$ cat config.mk
export PLATFORM = sky130hd
export DESIGN_NAME = score_keeper
export DESIGN_NICKNAME = d
export VERILOG_FILES = /design/src/rtl/score_keeper.sv
export SDC_FILE = /design/constraint.sdc
export NUM_CORES = 1
export LEC_CHECK = 0
export ABC_AREA = 1
export ABC_CLOCK_PERIOD_IN_PS = 5200
export CAP_MARGIN = 20
export CORE_ASPECT_RATIO = 0.9
export CORE_MARGIN = 4
export CORE_UTILIZATION = 53
export DETAILED_ROUTE_END_ITERATION = 10
export PLACE_DENSITY_LB_ADDON = 0.3
export SYNTH_ARGS = -nofsm -noshare
export SYNTH_HDL_FRONTEND = slang
export SYNTH_SLANG_ARGS = --single-unit
$ cat constraint.sdc
create_clock -name pclk -period 5.2 [get_ports pclk]
set_input_delay 0.78 -clock pclk [delete_from_list [all_inputs] [get_ports pclk]]
set_output_delay 0.78 -clock pclk [all_outputs]
set_load 0.01 [all_outputs]
$ cat src/rtl/score_keeper.sv
// Score unit for the duck-shooting game: edge-detected events, streak multiplier,
// saturating score and session high score. Define BCD_OUT_EN to build the decimal converter.
module score_keeper #(
   parameter int unsigned SCORE_W    = 16,
   parameter int unsigned PTS_W      = 4,
   parameter int unsigned MULT_MAX   = 4,
   parameter int unsigned BCD_DIGITS = 5
) (
   input  logic                    pclk,
   input  logic                    rst_n,
   input  logic                    new_game,
   input  logic                    hit,
   input  logic [PTS_W-1:0]        hit_pts,
   input  logic                    miss,
   input  logic                    game_over,
   output logic [SCORE_W-1:0]      score,
   output logic [SCORE_W-1:0]      high_score,
   output logic [2:0]              multiplier,
   output logic                    playing,
   output logic                    new_record,
   output logic [4*BCD_DIGITS-1:0] bcd_score,
   output logic                    bcd_valid
);

   localparam int unsigned PROD_W = PTS_W + 3;
   localparam int unsigned SUM_W  = SCORE_W + 1;
   localparam logic [SCORE_W-1:0] SCORE_MAX = '1;
   localparam logic [2:0]         MULT_TOP  = 3'(MULT_MAX);

   typedef enum logic [1:0] {
      ST_IDLE,
      ST_PLAY,
      ST_OVER
   } state_t;

   state_t state_q, state_d;

   logic new_game_q, hit_q, miss_q, game_over_q;
   logic ng_rise, hit_rise, miss_rise, go_rise;

   logic [PROD_W-1:0]  prod;
   logic [SUM_W-1:0]   sum;
   logic [SCORE_W-1:0] hit_score;
   logic [2:0]         mult_inc;

   logic [SCORE_W-1:0] score_d, high_d;
   logic [2:0]         mult_d;
   logic               rec_d, playing_d;

   // One-flop history per strobe so a held level counts once
   always_ff @(posedge pclk or negedge rst_n) begin
      if (!rst_n) begin
         new_game_q  <= 1'b0;
         hit_q       <= 1'b0;
         miss_q      <= 1'b0;
         game_over_q <= 1'b0;
      end else begin
         new_game_q  <= new_game;
         hit_q       <= hit;
         miss_q      <= miss;
         game_over_q <= game_over;
      end
   end

   assign ng_rise   = new_game & ~new_game_q;
   assign hit_rise  = hit & ~hit_q;
   assign miss_rise = miss & ~miss_q;
   assign go_rise   = game_over & ~game_over_q;

   // Weighted points with one spare sum bit to detect overflow
   assign prod      = PROD_W'(hit_pts) * PROD_W'(multiplier);
   assign sum       = SUM_W'(score) + SUM_W'(prod);
   assign hit_score = sum[SCORE_W] ? SCORE_MAX : sum[SCORE_W-1:0];
   assign mult_inc  = (multiplier >= MULT_TOP) ? MULT_TOP : multiplier + 3'd1;

   always_ff @(posedge pclk or negedge rst_n) begin
      if (!rst_n) begin
         state_q    <= ST_IDLE;
         score      <= '0;
         high_score <= '0;
         multiplier <= 3'd1;
         playing    <= 1'b0;
         new_record <= 1'b0;
      end else begin
         state_q    <= state_d;
         score      <= score_d;
         high_score <= high_d;
         multiplier <= mult_d;
         playing    <= playing_d;
         new_record <= rec_d;
      end
   end

   // Next state and score bookkeeping; new_game overrides every other event
   always_comb begin
      state_d = state_q;
      score_d = score;
      high_d  = high_score;
      mult_d  = multiplier;
      rec_d   = 1'b0;
      case (state_q)
         ST_IDLE, ST_OVER: begin
            if (ng_rise) begin
               state_d = ST_PLAY;
               score_d = '0;
               mult_d  = 3'd1;
            end
         end
         ST_PLAY: begin
            if (ng_rise) begin
               score_d = '0;
               mult_d  = 3'd1;
            end else begin
               if (hit_rise) begin
                  score_d = hit_score;
                  mult_d  = mult_inc;
               end
               if (miss_rise) begin
                  mult_d = 3'd1;
               end
               if (go_rise) begin
                  state_d = ST_OVER;
                  if (score_d > high_score) begin
                     high_d = score_d;
                     rec_d  = 1'b1;
                  end
               end
            end
         end
         default: state_d = ST_IDLE;
      endcase
      playing_d = (state_d == ST_PLAY);
   end

`ifdef BCD_OUT_EN
   localparam int unsigned BCD_W = 4 * BCD_DIGITS;
   localparam int unsigned CNT_W = $clog2(SCORE_W + 1);

   logic [SCORE_W-1:0] bin_q;
   logic [BCD_W-1:0]   work_q, work_adj, work_shift;
   logic [CNT_W-1:0]   cnt_q;

   // One double-dabble step: add 3 to digits >= 5, then shift in the next binary bit
   always_comb begin
      work_adj = work_q;
      for (int d = 0; d < int'(BCD_DIGITS); d++) begin
         if (work_q[4*d +: 4] >= 4'd5) begin
            work_adj[4*d +: 4] = work_q[4*d +: 4] + 4'd3;
         end
      end
      work_shift = {work_adj[BCD_W-2:0], bin_q[SCORE_W-1]};
   end

   // A score change always restarts, aborting any conversion in flight
   always_ff @(posedge pclk or negedge rst_n) begin
      if (!rst_n) begin
         bin_q     <= '0;
         work_q    <= '0;
         cnt_q     <= '0;
         bcd_score <= '0;
         bcd_valid <= 1'b1;
      end else if (score_d != score) begin
         bin_q     <= score_d;
         work_q    <= '0;
         cnt_q     <= CNT_W'(SCORE_W);
         bcd_valid <= 1'b0;
      end else if (!bcd_valid) begin
         bin_q  <= {bin_q[SCORE_W-2:0], 1'b0};
         work_q <= work_shift;
         cnt_q  <= cnt_q - CNT_W'(1);
         if (cnt_q == CNT_W'(1)) begin
            bcd_score <= work_shift;
            bcd_valid <= 1'b1;
         end
      end
   end
`else
   assign bcd_score = '0;
   assign bcd_valid = 1'b1;
`endif

endmodule
# After elaboration in Yosys (flattened, before gate mapping)
# Cells that the tools add are included.
# op_classes
shift	0
multipliers	1
div	0
n_bitwise	9
n_eq_ne	5
n_mux	21
n_addsub	2
magnitude_cmp	2
n_reduce_logical	6
# op_table
operator	n
$mux W16	6
$pmux W16 S2	1
$add A16 B7 Y17	1
$gt A16 B16 Y1	1
$mux W3	5
$mul A4 B3 Y7	1
$mux W2	3
$pmux W3 S2	1
$not A1 Y1	5
$and A1 B1 Y1	4
$eq A2 B1 Y1 const B	2
$mux W1	4
$ne A4 B4 Y1 const B	1
$pmux W2 S2	1
$reduce_and A4 Y1	1
$add A3 B1 Y3 const B	1
$ge A3 B3 Y1 const B	1
$reduce_and A3 Y1	1
$eq A2 B2 Y1 const B	1
$logic_not A2 Y1	1
$ne A2 B2 Y1 const B	1
$reduce_and A2 Y1	1
$reduce_bool A2 Y1	1
$reduce_or A2 Y1	1
# word_totals
latchBits	0
input_bits	10
romBits	0
regBits	43
mem_bits_rw	0
n_memories	0
output_inout_bits	58
elab_cells	56

# Logic depth before layout (Yosys ltp)
# logic_depth
ltp_word	11
depth_mapped	29
ltp_nobuf	28

# Worst setup path before layout
# Ideal clock, no wire load.
# synth_timing
path_kind	in2reg
from	in hit_pts[1]
to	reg high_score[14]
setup_slack_ns	0.964
setup_time_ns	0.116
stages	25
arrival_ns	4.119
required_ns	5.084
n_path_buf	1
cell_sequence	nand2_1 > inv_1 > fa_1 > inv_1 > fa_1 > inv_1 > ha_1 > or2_1 > nand3_2 > nand2_4 > nand2_4 > nand2_2 > nor2_2 > nor2_4 > ha_1 > nand2_1 > nor2_1 > nand4_1 > nor2_1 > nor2_1 > nand2_1 > inv_2 > buf_4 > nand2_1 > nand2_1
# synth_via
elab_chain_len	8
# synth_lines
element	line	source
from (decl)	13	input logic [PTS_W-1:0] hit_pts,
$mul A4 B3 Y7 *	71	assign prod = PROD_W'(hit_pts) * PROD_W'(multiplier);
$add A16 B7 Y17 *	72	assign sum = SUM_W'(score) + SUM_W'(prod);
$mux W16 *	73	assign hit_score = sum[SCORE_W] ? SCORE_MAX : sum[SCORE_W-1:0];
$mux W16 *	114	if (hit_rise) begin
$mux W16 *	110	if (ng_rise) begin
$mux W16 *	101	case (state_q)
$gt A16 B16 Y1	123	if (score_d > high_score) begin
$reduce_and A4 Y1 (no line)	n/a	
to (signal assigned)	87	high_score <= high_d;
to (decl)	17	output logic [SCORE_W-1:0] high_score,
# Every way passes the cells marked *; elsewhere a longest branch is shown, timed or not. The select of a mux whose other input is x is not followed.
# A chain may end at the register's enable or synchronous reset.

# Worst setup path in the final report
# layout_timing
from	in hit_pts[1]
to	reg high_score[0]
# The elaborated chain is that of the path after synthesis.

==> flow_summary_export.csv <==
group,metric,value,unit
outcome,outcome,"complete, no violations",
placement,port_buffers,46,
critical_path,rr_startpoint,"multiplier[1]",
critical_path,required,5.42,ns
cells_and_area,drive_gt1_share,8.577,%
critical_path,crit_start,"hit_pts[1]",
yosys,synth_area_leaders,"dfrtp_1 (31%), nand2_1 (17%), ha_1 (10%), inv_1 (9.5%), buf_4 (4.9%)",
critical_path,path_max_fanout,12,
sta,min_period_over_period,91.86,%
route,top_layer,"met4",
clocking,post_cts_resized,0,
power,ir_drop,309.0,uV
route,route.met3.wl,385,um
yosys,netlist.area_leader.share,30.88,%
sta,worstMarginPinSlew,0.6624,ns
clocking,cts_hold_buf,0,
clocking,cts_buffers,5,
global_routing,overflow,0,
sta,clock_skew,0.01031,ns
cells_and_area,layout_common_cells,"nand2_1 (153), inv_1 (86), clkdlybuf4s50_1 (45)",
yosys,yosysWarnings,0,
yosys,synth_cell_type_count,36,
run,maxCapViolCount,0,
floorplan,dieArea,7769,sq um
yosys,synth-seq-cells,43,
cells_and_area,fin_nets,557,
floorplan,die_width,92.47,um
yosys,yosysSeqAreaShare,31.65,%
clocking,clock_sinks,43,
critical_path,rrSetupSlack,0.89,ns
clocking,cts.clk_slew.worst_paths,0.08,ns
yosys,avgSynthCellArea,7.335,sq um
placement,placed_cells,591,
critical_path,start_kind,"primary input",
yosys,synth_top_area_cell,"dfrtp_1",
route,drc,0,
route,num_vias,2934,
floorplan,rows,27,
yosys,syn-instance-count,464,
clocking,clockBufferDepth,2,
floorplan,fp.coreArea,6182,sq um
placement,place_hpwl,6298,um
cells_and_area,fin_util,64.54,%
route,viasPerCell,4.890,
route,drt_pass1_iterations,5,
sta,max_freq,0.2094,GHz
sta,hold_viol,0,
route,met1_length,3679,um
global_routing,antenna_found_initial,0,
critical_path,reg2regPathDepth,25,
sta,tns,0,ns
yosys,synth_edf_count,0,
route,wl_met2,3743,um
route,post_drt_wl_per_cell,13.22,um
cells_and_area,num_antenna_cells,0,
route,ant_nets,0,
cells_and_area,area_delta_synth_final,17.24,%
clocking,cts_setup_buffers,0,
sta,period_needed,4.777,ns
power,power.leakage,2.239,nW
route,drt-initial-drc-count,176,
clocking,cts_root_buf,"clkbuf_8",
yosys,synth_ff_type,"dfrtp_1",
critical_path,critPathCapture,"high_score[0]",
global_routing,grt_max_degree,44,
critical_path,crit_arrival,5.00,ns
critical_path,r2r-end,"high_score[0]",
critical_path,crit_type,"in2reg",
cells_and_area,layout_commonest_cell,"nand2_1",
sta,slew_violations,0,
power,powerDensity,397.4,nW/um^2
clocking,insertion_delay,0.30,ns
yosys,netlist_area,3403,sq um
sta,maxSlewHeadroom,55.79,%
yosys,synth-async-reset-ratio,100.0,%
sta,setup-violations-final,0,
global_routing,grt_pass1_vias,2911,
min_path,worstHoldPathType,"in2async",
clocking,ctsHtreeMaxLevel,2,
floorplan,num_io_pins,68,
placement,gp_congestion,0.8269,
critical_path,cp-end-kind,"flip-flop",
floorplan,initial_utilization,55.05,%
floorplan,chipHeight,84.02,um
cells_and_area,layout.cells.non_filler,600,
global_routing,grt_pass1_wl,13630,um
route,drt-total-wl,7934,um
sta,rsz0062_at_grt,"false",
clocking,cts_tree,"done",
global_routing,grt_usage,21.66,%
==> worst min-delay path by stage <==
stage | startpoint | end | slack, ns | cells past startpoint
floorplan | rst_n | game_over_q | 0.48 | 0
global placement | high_score[6] | high_score[6] | 0.49 | 2
detailed placement | high_score[12] | high_score[12] | 0.50 | 2
CTS | high_score[12] | high_score[12] | 0.52 | 2
global route | rst_n | high_score[6] | 0.34 | 1
finish | rst_n | high_score[6] | 0.34 | 1
==> cell usage after synthesis (2+ instances only) <==
master    instances
nand2_4           2
nand2_1         153
fa_1              7
dfrtp_1          42
nand3b_1          2
conb_1            2
nor2_4            3
o22ai_1           6
nand4_1           4
nor3_4            2
buf_2             6
nor2_1           15
inv_1            86
buf_4            22
nand2_2           5
o21ai_0           4
inv_2             4
nand3_2          10
a21oi_1          11
nand3_1          24
or2_1             2
nor2_2            2
ha_1             28
o21ai_1           9
xor2_1            2
==> per-layer routing <==
| layer | up-vias | track usage (%) |
|---|---|---|
| met5 | - | 0 |
| met4 | 0 | 6.208 |
| met3 | 12 | 2.705 |
| met2 | 75 | 35.57 |
| met1 | 1365 | 29.90 |
| li1 | 1482 | - |
==> area by class of cell <==
type	count	area, sq um
clock buffer	8	100.1
fill	551	2192
multi-input combinational	321	1861
sequential	43	1077
inverter	90	337.8
tap	87	108.9
timing repair buffer	51	505.5
==> registers in the layout, indices dropped and copies added (netlist names) <==
name,cells
new_game_q,1
hit_q,1
multiplier,3
score,16
state_q,2
playing,1
high_score,16
game_over_q,1
miss_q,1
new_record,1
==> where the power goes <==
part	leakage (nW)	internal, W	switching, W	total [W]
Clock	0.0515	0.000121	0.000116	0.000237
Sequential	0.573	0.000402	0.0000731	0.000475
Combinational	1.61	0.000366	0.000508	0.000874
==> kinds of logic after synthesis <==
| family | after synthesis | synth area share (%) |
|---|---|---|
| buf+inv | 119 | 15.77 |
| simple gates | 227 | 31.29 |
| xor+xnor | 3 | 0.7722 |
| fa+ha+maj | 35 | 14.41 |
| compound gates | 35 | 5.883 |
| flops | 43 | 31.65 |
| other cells | 2 | 0.2207 |
==> per-stage QoR <==
stage                     instance area (sq um)  setup WS [ns]  power [W]  hold WS, ns
after floorplan                            3475         0.9643   0.001052       0.4844
after global placement                     3870         0.2273   0.001308       0.4904
after detailed placement                   3870         0.1287   0.001346       0.4974
after CTS                                  3970         0.4276   0.001587       0.5164
after global routing                       3990        0.09044   0.001730       0.3390
final                                      3990         0.4234   0.001586       0.3376
==> critical path: stages <==
cell and delay, ns:
clkdlybuf4s50_1 0.45, nand2_1 0.08, inv_1 0.05, fa_1 0.53
inv_1 0.05, fa_1 0.50, inv_1 0.05, ha_1 0.36
or2_1 0.28, nand3_2 0.11, nand2_4 0.09, nand2_4 0.12
nand3_1 0.09, nand2_1 0.18, inv_1 0.06, ha_1 0.29
a21oi_1 0.18, nand2_1 0.08, nand2_1 0.06, nand2_1 0.05
nand2_1 0.06, nand2_1 0.05, nand2_1 0.11, buf_4 0.20
nand2_1 0.07, o21ai_1 0.07
Power figures use the tool's default switching activity.
